$ cat config.mk
export PLATFORM = sky130hd
export DESIGN_NAME = an_sec_serial_decoder
export DESIGN_NICKNAME = d
export VERILOG_FILES = /design/src/rtl/an_sec_pkg.sv /design/src/rtl/an_mod_double.sv /design/src/rtl/an_sec_serial_decoder.sv
export SDC_FILE = /design/constraint.sdc
export NUM_CORES = 1
export LEC_CHECK = 0
export BUFFER_PORTS_ARGS = -buffer_cell sky130_fd_sc_hd__buf_2
export CAP_MARGIN = 10
export CELL_PAD_IN_SITES_DETAIL_PLACEMENT = 1
export CELL_PAD_IN_SITES_GLOBAL_PLACEMENT = 1
export CORE_MARGIN = 1
export CORE_UTILIZATION = 50
export DETAILED_ROUTE_END_ITERATION = 10
export PLACE_DENSITY_LB_ADDON = 0.1
export SLEW_MARGIN = 20
export SYNTH_ARGS = -nofsm -noshare
export SYNTH_HDL_FRONTEND = slang
export SYNTH_SLANG_ARGS = --single-unit
$ cat constraint.sdc
create_clock -name clk -period 8.2 [get_ports clk]
set_clock_uncertainty 0.05 [all_clocks]
set_input_delay 0 -clock clk [delete_from_list [all_inputs] [get_ports clk]]
set_output_delay 0 -clock clk [all_outputs]
set_load 0.01 [all_outputs]
$ cat src/rtl/an_sec_pkg.sv
// Shared types and constants for the bit-serial AN-code single-error decoder.
// Default geometry: 20 data bits, A = 6311, 13-bit residue.
package an_sec_pkg;

  typedef enum logic [1:0] {
    IDLE   = 2'd0,
    REDUCE = 2'd1,
    SEARCH = 2'd2,
    DONE   = 2'd3
  } an_state_t;

  localparam int AN_DATA_W = 20;
  localparam int AN_A      = 6311;
  localparam int AN_R_W    = 13;

  // (2x + b) mod m, valid while x < m, so that a single conditional subtract suffices.
  function automatic logic [31:0] mod_dbl(input logic [31:0] x, input logic b,
                                          input logic [31:0] m);
    logic [32:0] t;
    t = {x, 1'b0} + 33'(b);
    if (t >= {1'b0, m}) t = t - {1'b0, m};
    return t[31:0];
  endfunction

endpackage

$ cat src/rtl/an_mod_double.sv
// Modular doubler y = (2x + b) mod A. One instance serves both the residue
// reduction and the +/-2^i search.
module an_mod_double
  import an_sec_pkg::*;
#(
  parameter int A   = AN_A,
  parameter int R_W = AN_R_W
) (
  input  logic [R_W-1:0] x,
  input  logic           b,
  output logic [R_W-1:0] y
);

  assign y = R_W'(mod_dbl(32'(x), b, 32'(A)));

endmodule

$ cat src/rtl/an_sec_serial_decoder.sv
// Sequential AN-code single-error-correcting decoder: bit-serial residue, then a search over +/-2^i mod A.
// Optional macro AN_SEC_UNCORR_EN adds the out_uncorr flag for nonzero residue with no match.
module an_sec_serial_decoder
  import an_sec_pkg::*;
#(
  parameter int DATA_W = AN_DATA_W,
  parameter int A      = AN_A,
  parameter int R_W    = AN_R_W,
  parameter int CODE_W = DATA_W + R_W,
  parameter int LOC_W  = 7
) (
  input  logic                    clk,
  input  logic                    rst_n,
  input  logic                    in_valid,
  output logic                    in_ready,
  input  logic [CODE_W-1:0]       in_cw,
  output logic                    out_valid,
  input  logic                    out_ready,
  output logic [CODE_W-1:0]       out_cw,
  output logic signed [LOC_W-1:0] out_loc,
  output logic                    out_err
`ifdef AN_SEC_UNCORR_EN
  ,
  output logic                    out_uncorr
`endif
);

  localparam int CNT_W = $clog2(CODE_W);

  an_state_t                state, state_nxt;
  logic [CODE_W-1:0]        cw;
  logic [R_W-1:0]           r, p, neg_r, md_x, md_y;
  logic                     md_b;
  logic [CNT_W-1:0]         cnt;
  logic                     hit_pos, hit_neg, cnt_last, cnt_zero;
  logic signed [LOC_W-1:0]  loc_mag;
  logic [CODE_W-1:0]        bit_i;

  // The doubler reduces r during REDUCE and advances p during SEARCH.
  assign md_x = (state == SEARCH) ? p : r;
  assign md_b = (state == REDUCE) ? cw[cnt] : 1'b0;

  an_mod_double #(.A(A), .R_W(R_W)) u_mod_double (
    .x (md_x),
    .b (md_b),
    .y (md_y)
  );

  assign neg_r    = R_W'(A) - r;
  assign hit_pos  = (p == r);
  assign hit_neg  = (p == neg_r);
  assign cnt_last = (cnt == CNT_W'(CODE_W - 1));
  assign cnt_zero = (cnt == '0);
  assign loc_mag  = signed'(LOC_W'(cnt) + LOC_W'(1));
  assign bit_i    = CODE_W'(1) << cnt;

  assign in_ready  = (state == IDLE);
  assign out_valid = (state == DONE);

  always_ff @(posedge clk or negedge rst_n) begin
    if (!rst_n) state <= IDLE;
    else        state <= state_nxt;
  end

  always_comb begin
    state_nxt = state;
    case (state)
      IDLE:   if (in_valid) state_nxt = REDUCE;
      REDUCE: if (cnt_zero) state_nxt = (md_y == '0) ? DONE : SEARCH;
      SEARCH: if (hit_pos || hit_neg || cnt_last) state_nxt = DONE;
      DONE:   if (out_ready) state_nxt = IDLE;
      default: state_nxt = IDLE;
    endcase
  end

  always_ff @(posedge clk or negedge rst_n) begin
    if (!rst_n) begin
      cw      <= '0;
      r       <= '0;
      p       <= '0;
      cnt     <= '0;
      out_cw  <= '0;
      out_loc <= '0;
      out_err <= 1'b0;
`ifdef AN_SEC_UNCORR_EN
      out_uncorr <= 1'b0;
`endif
    end else begin
      case (state)
        IDLE: if (in_valid) begin
          cw  <= in_cw;
          r   <= '0;
          cnt <= CNT_W'(CODE_W - 1);
        end
        REDUCE: begin
          r <= md_y;
          if (cnt_zero) begin
            if (md_y == '0) begin
              out_cw  <= cw;
              out_loc <= '0;
              out_err <= 1'b0;
`ifdef AN_SEC_UNCORR_EN
              out_uncorr <= 1'b0;
`endif
            end else begin
              p   <= R_W'(1);
              cnt <= '0;
            end
          end else begin
            cnt <= cnt - 1'b1;
          end
        end
        SEARCH: begin
          if (hit_pos || hit_neg || cnt_last) begin
            out_err <= 1'b1;
`ifdef AN_SEC_UNCORR_EN
            out_uncorr <= !(hit_pos || hit_neg);
`endif
          end
          // + match wins over - match; correction wraps modulo 2^CODE_W.
          if (hit_pos) begin
            out_loc <= loc_mag;
            out_cw  <= cw - bit_i;
          end else if (hit_neg) begin
            out_loc <= -loc_mag;
            out_cw  <= cw + bit_i;
          end else if (cnt_last) begin
            out_loc <= '0;
            out_cw  <= cw;
          end else begin
            p   <= md_y;
            cnt <= cnt + 1'b1;
          end
        end
        default: ;
      endcase
    end
  end

endmodule
==> impl_metrics.py, run 1 <==
metrics = {
    "run_status": {
        "status": "finished clean",
    },
    "drt": {
        "ant_nets": 0,
        "vias_per_cell": 6.45,
        "post_drt_wl_per_cell_um": 23.1,
        "vias": 10416,
        "post-route-drc-count": 0,
        "drt_iter0_drc": 730,
        "drt-total-wl_um": 37300,
        "dr.pass1.iters": 5,
    },
    "layout": {
        "most-common-layout-cells": "nand2_1, dfrtp_1, nor2_1",
        "synthToLayoutAreaGrowth_pct": 11.8,
        "fin_cells": 1614,
        "final_area_sq_um": 11500,
        "antennaDiodeCount": 0,
        "final_nets": 1456,
        "drive_gt1_share_pct": 13.6,
        "final_common_cell": "nand2_1",
    },
    "die": {
        "rows": 52,
        "coreArea_sq_um": 20200,
        "die_width_um": 146,
        "boundaryPins": 80,
        "dieHeight_um": 146,
        "start_util_pct": 50.9,
        "die_area_sq_um": 21200,
    },
    "clock_network": {
        "insertion_delay_ps": 380,
        "clock_sink_count": 108,
        "htreeDepth": 3,
        "clkTransAtPathRegs_ps": 80,
        "cts_resized": 0,
        "root_buffer": "clkbuf_16",
        "post-cts-setup-buffers": 0,
        "max-clock-path-buffers": 2,
        "cts_tree": "yes",
        "cts_buffers": 9,
    },
    "yosys": {
        "synth_flop_cell": "dfrtp_1",
        "synth_top_family_by_area": "compound AO/OA/AOI/OAI gates",
        "yosys.area_share.simple_pct": 17.4,
        "synth-seq-cells": 108,
        "synthArstFlopShare_pct": 100,
        "synth_edf_count": 0,
        "netlist_area_sq_um": 10300,
        "avgSynthCellArea_sq_um": 8.04,
        "syn_nets": 1398,
        "synthCells": 1281,
        "synthMuxAreaShare_pct": 7.13,
        "synth_xor_area_share_pct": 4.59,
        "synth_compound_area_share_pct": 28.5,
        "ys_types": 80,
        "ys_seq_area_share_pct": 26.2,
        "synthAdderAreaFrac_pct": 9.86,
        "ys_warn_count": 0,
    },
    "critical_path": {
        "cp_data_arrival_time_ps": 6480,
        "worst_setup_path_start_kind": "flop",
        "required_ps": 8400,
        "critPathMaxFanout": 40,
        "endpoint_kind": "flop",
        "path_class": "reg2reg",
    },
    "power": {
        "netSwitchingPower_mw": 2.92,
        "max-vdd-ir-drop_v": 0.000396,
        "combPwrFrac_pct": 70.6,
        "power.leakage_nw": 5.23,
        "p_sw_share_pct": 55.2,
        "clkPwrFrac_pct": 9.1,
        "p_int_mw": 2.37,
        "power.share.sequential_pct": 20.3,
        "p_per_area_nw_per_um2": 459,
    },
    "place": {
        "dpl.cell_count": 1564,
        "dpl_cell_area_sq_um": 10900,
        "dpl.hpwl_um": 27000,
        "place_congestion": 0.920,
        "portBuffers": 79,
    },
    "sta": {
        "finalHoldViolCount": 0,
        "max_clock_freq_mhz": 159,
        "rsz0062_at_grt": "false",
        "period_share_pct": 76.6,
        "finalMaxSlewViolations": 0,
        "holdWs_ps": 99.0,
        "worstMarginPinSlew_ps": 949,
        "min_period_ps": 6280,
        "setup_tns_ps": 0,
        "relSlewSlack_pct": 35.1,
        "setup_viol": 0,
    },
    "global_routing": {
        "grt_start_max_net_pins": 64,
        "antenna_found_initial": 0,
        "grt_usage_pct": 35.6,
        "grt_pass1_vias": 10625,
        "overflow": 0,
        "grt_pass1_wl_um": 59300,
    },
    "hold_path": {
        "hold_class": "in2reg",
    },
    "run": {
        "drv_cap": 0,
    },
}
timing repair:
action,CTS,global route
hold buffers,34,0
endpoints found under the hold margin,78,0
endpoints found under the setup margin,0,0
state kept, by name (all words and copies together), names as in the netlist:
name,cells
cnt,6
cw,33
out_cw,33
out_err,1
out_loc,7
p,13
r,13
state,2
cells by family (layout without fill, tap and decap cells):
| logic type | after synthesis | after routing |
|---|---|---|
| compound gates | 426 | 426 |
| fa+ha+maj | 80 | 80 |
| mux | 63 | 63 |
| buf+inv | 164 | 227 |
| flops | 108 | 108 |
| xor+xnor | 54 | 54 |
| simple gates | 386 | 386 |
critical path, stage by stage, from the launching register on:
cell and delay [ps]:
dfrtp_1 650, buf_4 340, mux4_2 520, mux2_2 280
a32oi_1 250, a31oi_1 250, ha_1 310, and2_1 200
a41o_1 210, a21oi_1 460, a21boi_1 550, a221o_1 220
or4_1 220, o21a_2 710, buf_4 520, inv_1 200
a2bb2oi_1 170
cells in the mapped netlist, drive strengths merged (9+ instances only):
cell type / number / area (sq um)
a211oi: 11 / 82.6
a21o: 28 / 210
a21oi: 86 / 430
a31oi: 18 / 113
buf: 22 / 109
clkbuf: 61 / 229
dfrtp: 108 / 2700
ha: 78 / 976
inv: 78 / 293
mux2: 43 / 484
mux2i: 16 / 160
nand2: 138 / 518
nand2b: 17 / 106
nand3: 43 / 215
nor2: 89 / 334
nor2b: 17 / 106
nor3: 19 / 95.1
o211ai: 11 / 82.6
o21a: 10 / 75.1
o21ai: 89 / 445
o21bai: 9 / 67.6
o22ai: 12 / 75.1
o31a: 10 / 87.6
o31ai: 34 / 280
or3: 16 / 100
xnor2: 31 / 272
xor2: 23 / 201
routing by layer:
| layer | part of all wire (%) | up-vias | global-route usage (%) |
|---|---|---|---|
| met5 | 0 | - | 0 |
| met4 | 3.0 | 0 | 12.5 |
| met3 | 5.8 | 78 | 5.61 |
| met2 | 49 | 329 | 60.8 |
| met1 | 43 | 5216 | 45.6 |
| li1 | - | 4793 | - |
through the flow:
step	util [%]	setup slack [ps]	power (mW)
floorplan	-	3170	3.60
global placement	53.7	2260	4.59
detailed placement	53.7	2040	4.70
CTS	56.9	2030	5.22
global route	56.9	1480	5.65
finish	56.9	1920	5.29
final cells by class:
type,instances,area [sq um]
fill,2507,8710
multi-input combinational,1009,7000
sequential,108,2700
timing repair buffer,130,866
tap,270,338
inverter,81,304
clock buffer,10,229
clock inverter,6,78.8
final timing paths:
check / end / slack [ps] / start / depth (start not counted)
max: out_err / 1920 / cnt[0] / 16
min: r[7] / 100 / in_valid / 3
max reg2reg: out_err / 1920 / cnt[0] / 16
min reg2reg: out_cw[25] / 430 / out_cw[25] / 2
max in group asynchronous: out_loc[6] / 6690 / rst_n / 3
min in group asynchronous: out_cw[15] / 110 / rst_n / 2
power by group through the flow:
stage / Sequential, mW / Combinational (mW) / Clock (mW)
finish: 1.07 / 3.74 / 0.482
global route: 1.10 / 4.05 / 0.507
CTS: 1.06 / 3.66 / 0.492
detailed placement: 1.07 / 3.62 / 0
global placement: 1.07 / 3.52 / 0
floorplan: 0.955 / 2.64 / 0
Power figures use the tool's default switching activity.
==> run 2: changes to the inputs <==
CORE_UTILIZATION = 47   (was 50)
clock period = 6.6 ns   (was 8.2 ns; I/O delays follow)
==> run 2 against run 1 <==
Against the previous run:
- global-route usage down 2.3 points
- highest routed layer unchanged
- clock power grew 17%
- flip-flop and latch count did not move
- largest cell class unchanged
- non-clock buffer count is 2 higher
==> impl_metrics.py, run 2 (synthesized netlist as in run 1, its figures left out) <==
metrics = {
    "clock_network": {
        "htreeDepth": 3,
        "insertion_delay_ps": 380,
        "max-clock-path-buffers": 2,
        "clkTransAtPathRegs_ps": 90,
        "clock_sink_count": 108,
        "cts_resized": 0,
        "root_buffer": "clkbuf_16",
        "cts_buffers": 9,
        "cts_tree": "yes",
    },
    "hold_path": {
        "hold_path.startpoint": "out_ready",
        "hold_class": "in2reg",
        "min_delay_worst_endpoint": "state[0]",
        "holdPathStages": 4,
    },
    "critical_path": {
        "path_cells": "mux4_2, mux2_2, a32oi_1, a31oi_1, ha_1, and2_1, a41o_1, a21oi_1, or3_1, o2111a_1, nand2_1, or4_1, o21a_2, buf_4, a311oi_1, a21o_1",
        "required_ps": 6860,
        "crit_buf_inv": 1,
        "worst_setup_path_start_kind": "flop",
        "critPathMaxFanout": 26,
        "r2r_cells": 16,
        "regToRegSetupSlack_ps": 900,
        "r2r-start": "cnt[0]",
        "slowest_delay_ps": 840,
        "cp_data_arrival_time_ps": 5960,
        "slowest_stage": "dfrtp_1",
        "path_class": "reg2reg",
        "cp_top_family": "compound AO/OA/AOI/OAI gates",
        "reg2reg_to": "out_cw[19]",
        "endpoint_kind": "flop",
    },
    "drt": {
        "post-route-drc-count": 0,
        "vias": 10342,
        "ant_nets": 0,
        "drt-total-wl_um": 36600,
        "vias_per_cell": 6.38,
        "drt_iter0_drc": 559,
        "dr.pass1.iters": 5,
        "post_drt_wl_per_cell_um": 22.6,
    },
    "layout": {
        "most-common-layout-cells": "nand2_1, dfrtp_1, nor2_1",
        "fillers": 2644,
        "final_common_cell": "nand2_1",
        "regArea_sq_um": 2700,
        "reg_top3": "cw (33), out_cw (33)",
        "synthToLayoutAreaGrowth_pct": 11.8,
        "drive_gt1_share_pct": 13.8,
        "multiInputGateArea_sq_um": 6990,
        "final_nets": 1458,
        "fin_cells": 1621,
        "antennaDiodeCount": 0,
    },
    "sta": {
        "finalHoldViolCount": 0,
        "relSlewSlack_pct": 31.9,
        "finalMaxSlewViolations": 0,
        "period_share_pct": 86.3,
        "setup_viol": 0,
        "min_period_ps": 5700,
        "worstMarginPinSlew_ps": 1020,
        "rsz0062_at_grt": "false",
        "setup_tns_ps": 0,
        "max_clock_freq_mhz": 175,
        "final.setup.worst_slack_ps": 901,
    },
    "power": {
        "power.leakage_nw": 5.23,
        "p_total_mw": 6.53,
        "max-vdd-ir-drop_v": 0.000324,
        "p_per_area_nw_per_um2": 567,
    },
    "global_routing": {
        "antenna_found_initial": 0,
        "grt_pass1_wl_um": 57900,
        "grt_usage_pct": 33.3,
        "grt_pass1_vias": 10317,
        "grt_start_max_net_pins": 69,
        "overflow": 0,
    },
    "run_status": {
        "status": "finished clean",
    },
    "die": {
        "boundaryPins": 80,
        "dieHeight_um": 150,
        "die_width_um": 150,
        "rows": 53,
        "coreArea_sq_um": 21300,
        "start_util_pct": 48.4,
        "die_area_sq_um": 22500,
    },
    "run": {
        "drv_cap": 0,
    },
    "place": {
        "dp_slack_ps": 1010,
        "dpl.cell_count": 1571,
        "dpl.hpwl_um": 27000,
        "place_congestion": 0.968,
        "portBuffers": 79,
    },
}
## run 2: cell types whose count changed in the layout (fill, tap and decap cells not counted), sizes merged
cell	delta
clkinv	+2
buf	+2
clkbuf	-1
bufinv	-1
## run 2: area by class of cell
cell class	instances	share of cell area, %
Tap cell	275	2.99
Sequential cell	108	23.5
Clock buffer	9	1.96
Multi-Input combinational cell	1009	60.7
Inverter	81	2.64
Clock inverter	7	0.587
Timing Repair Buffer	132	7.65
## run 2: power breakdown
group / total, mW / internal [mW] / switching, mW
registers: 1.33 / 0.934 / 0.400
logic: 4.63 / 1.71 / 2.92
clock network: 0.563 / 0.267 / 0.296
## run 2: what timing repair did
action / CTS / global route
buffers inserted: 0 / 0
hold buffers: 34 / 0
hold endpoints to repair: 73 / 0
## run 2: tightest hold or removal path, stage by stage
cell	delay, ps
buf_2	90
nand2b_1	150
nand3_1	130
a21oi_1	80
## run 2: how the worst max path moves through the flow
stage,depth (start not counted),from,end,slack (ps)
after floorplan,22,cnt[0],out_cw[32],1570
after global placement,15,cnt[0],out_cw[19],1180
after detailed placement,16,cnt[0],out_cw[19],1010
after CTS,16,cnt[0],out_cw[19],960
after global routing,16,cnt[0],out_cw[16],550
final,16,cnt[0],out_cw[19],900
## run 2: metal layers
metal | vias to the layer above | global-route usage, % | wire [um] | part of all wire, %
li1 | 4799 | - | - | -
met1 | 5164 | 43.5 | 16200 | 44
met2 | 308 | 56.8 | 17700 | 48
met3 | 71 | 3.29 | 1650 | 4.5
met4 | 0 | 12.3 | 1110 | 3.0
met5 | - | 0 | 0 | 0
## run 2: per-stage QoR
| stage | hold slack (ps) | area, sq um | utilization (%) |
|---|---|---|---|
| after global placement | -44.1 | 10900 | 51.1 |
| after detailed placement | -38.7 | 10900 | 51.1 |
| after floorplan | -346 | 10300 | - |
| after global routing | 112 | 11500 | 54.1 |
| final | 68.6 | 11500 | 54.1 |
| after CTS | 60.0 | 11500 | 54.1 |
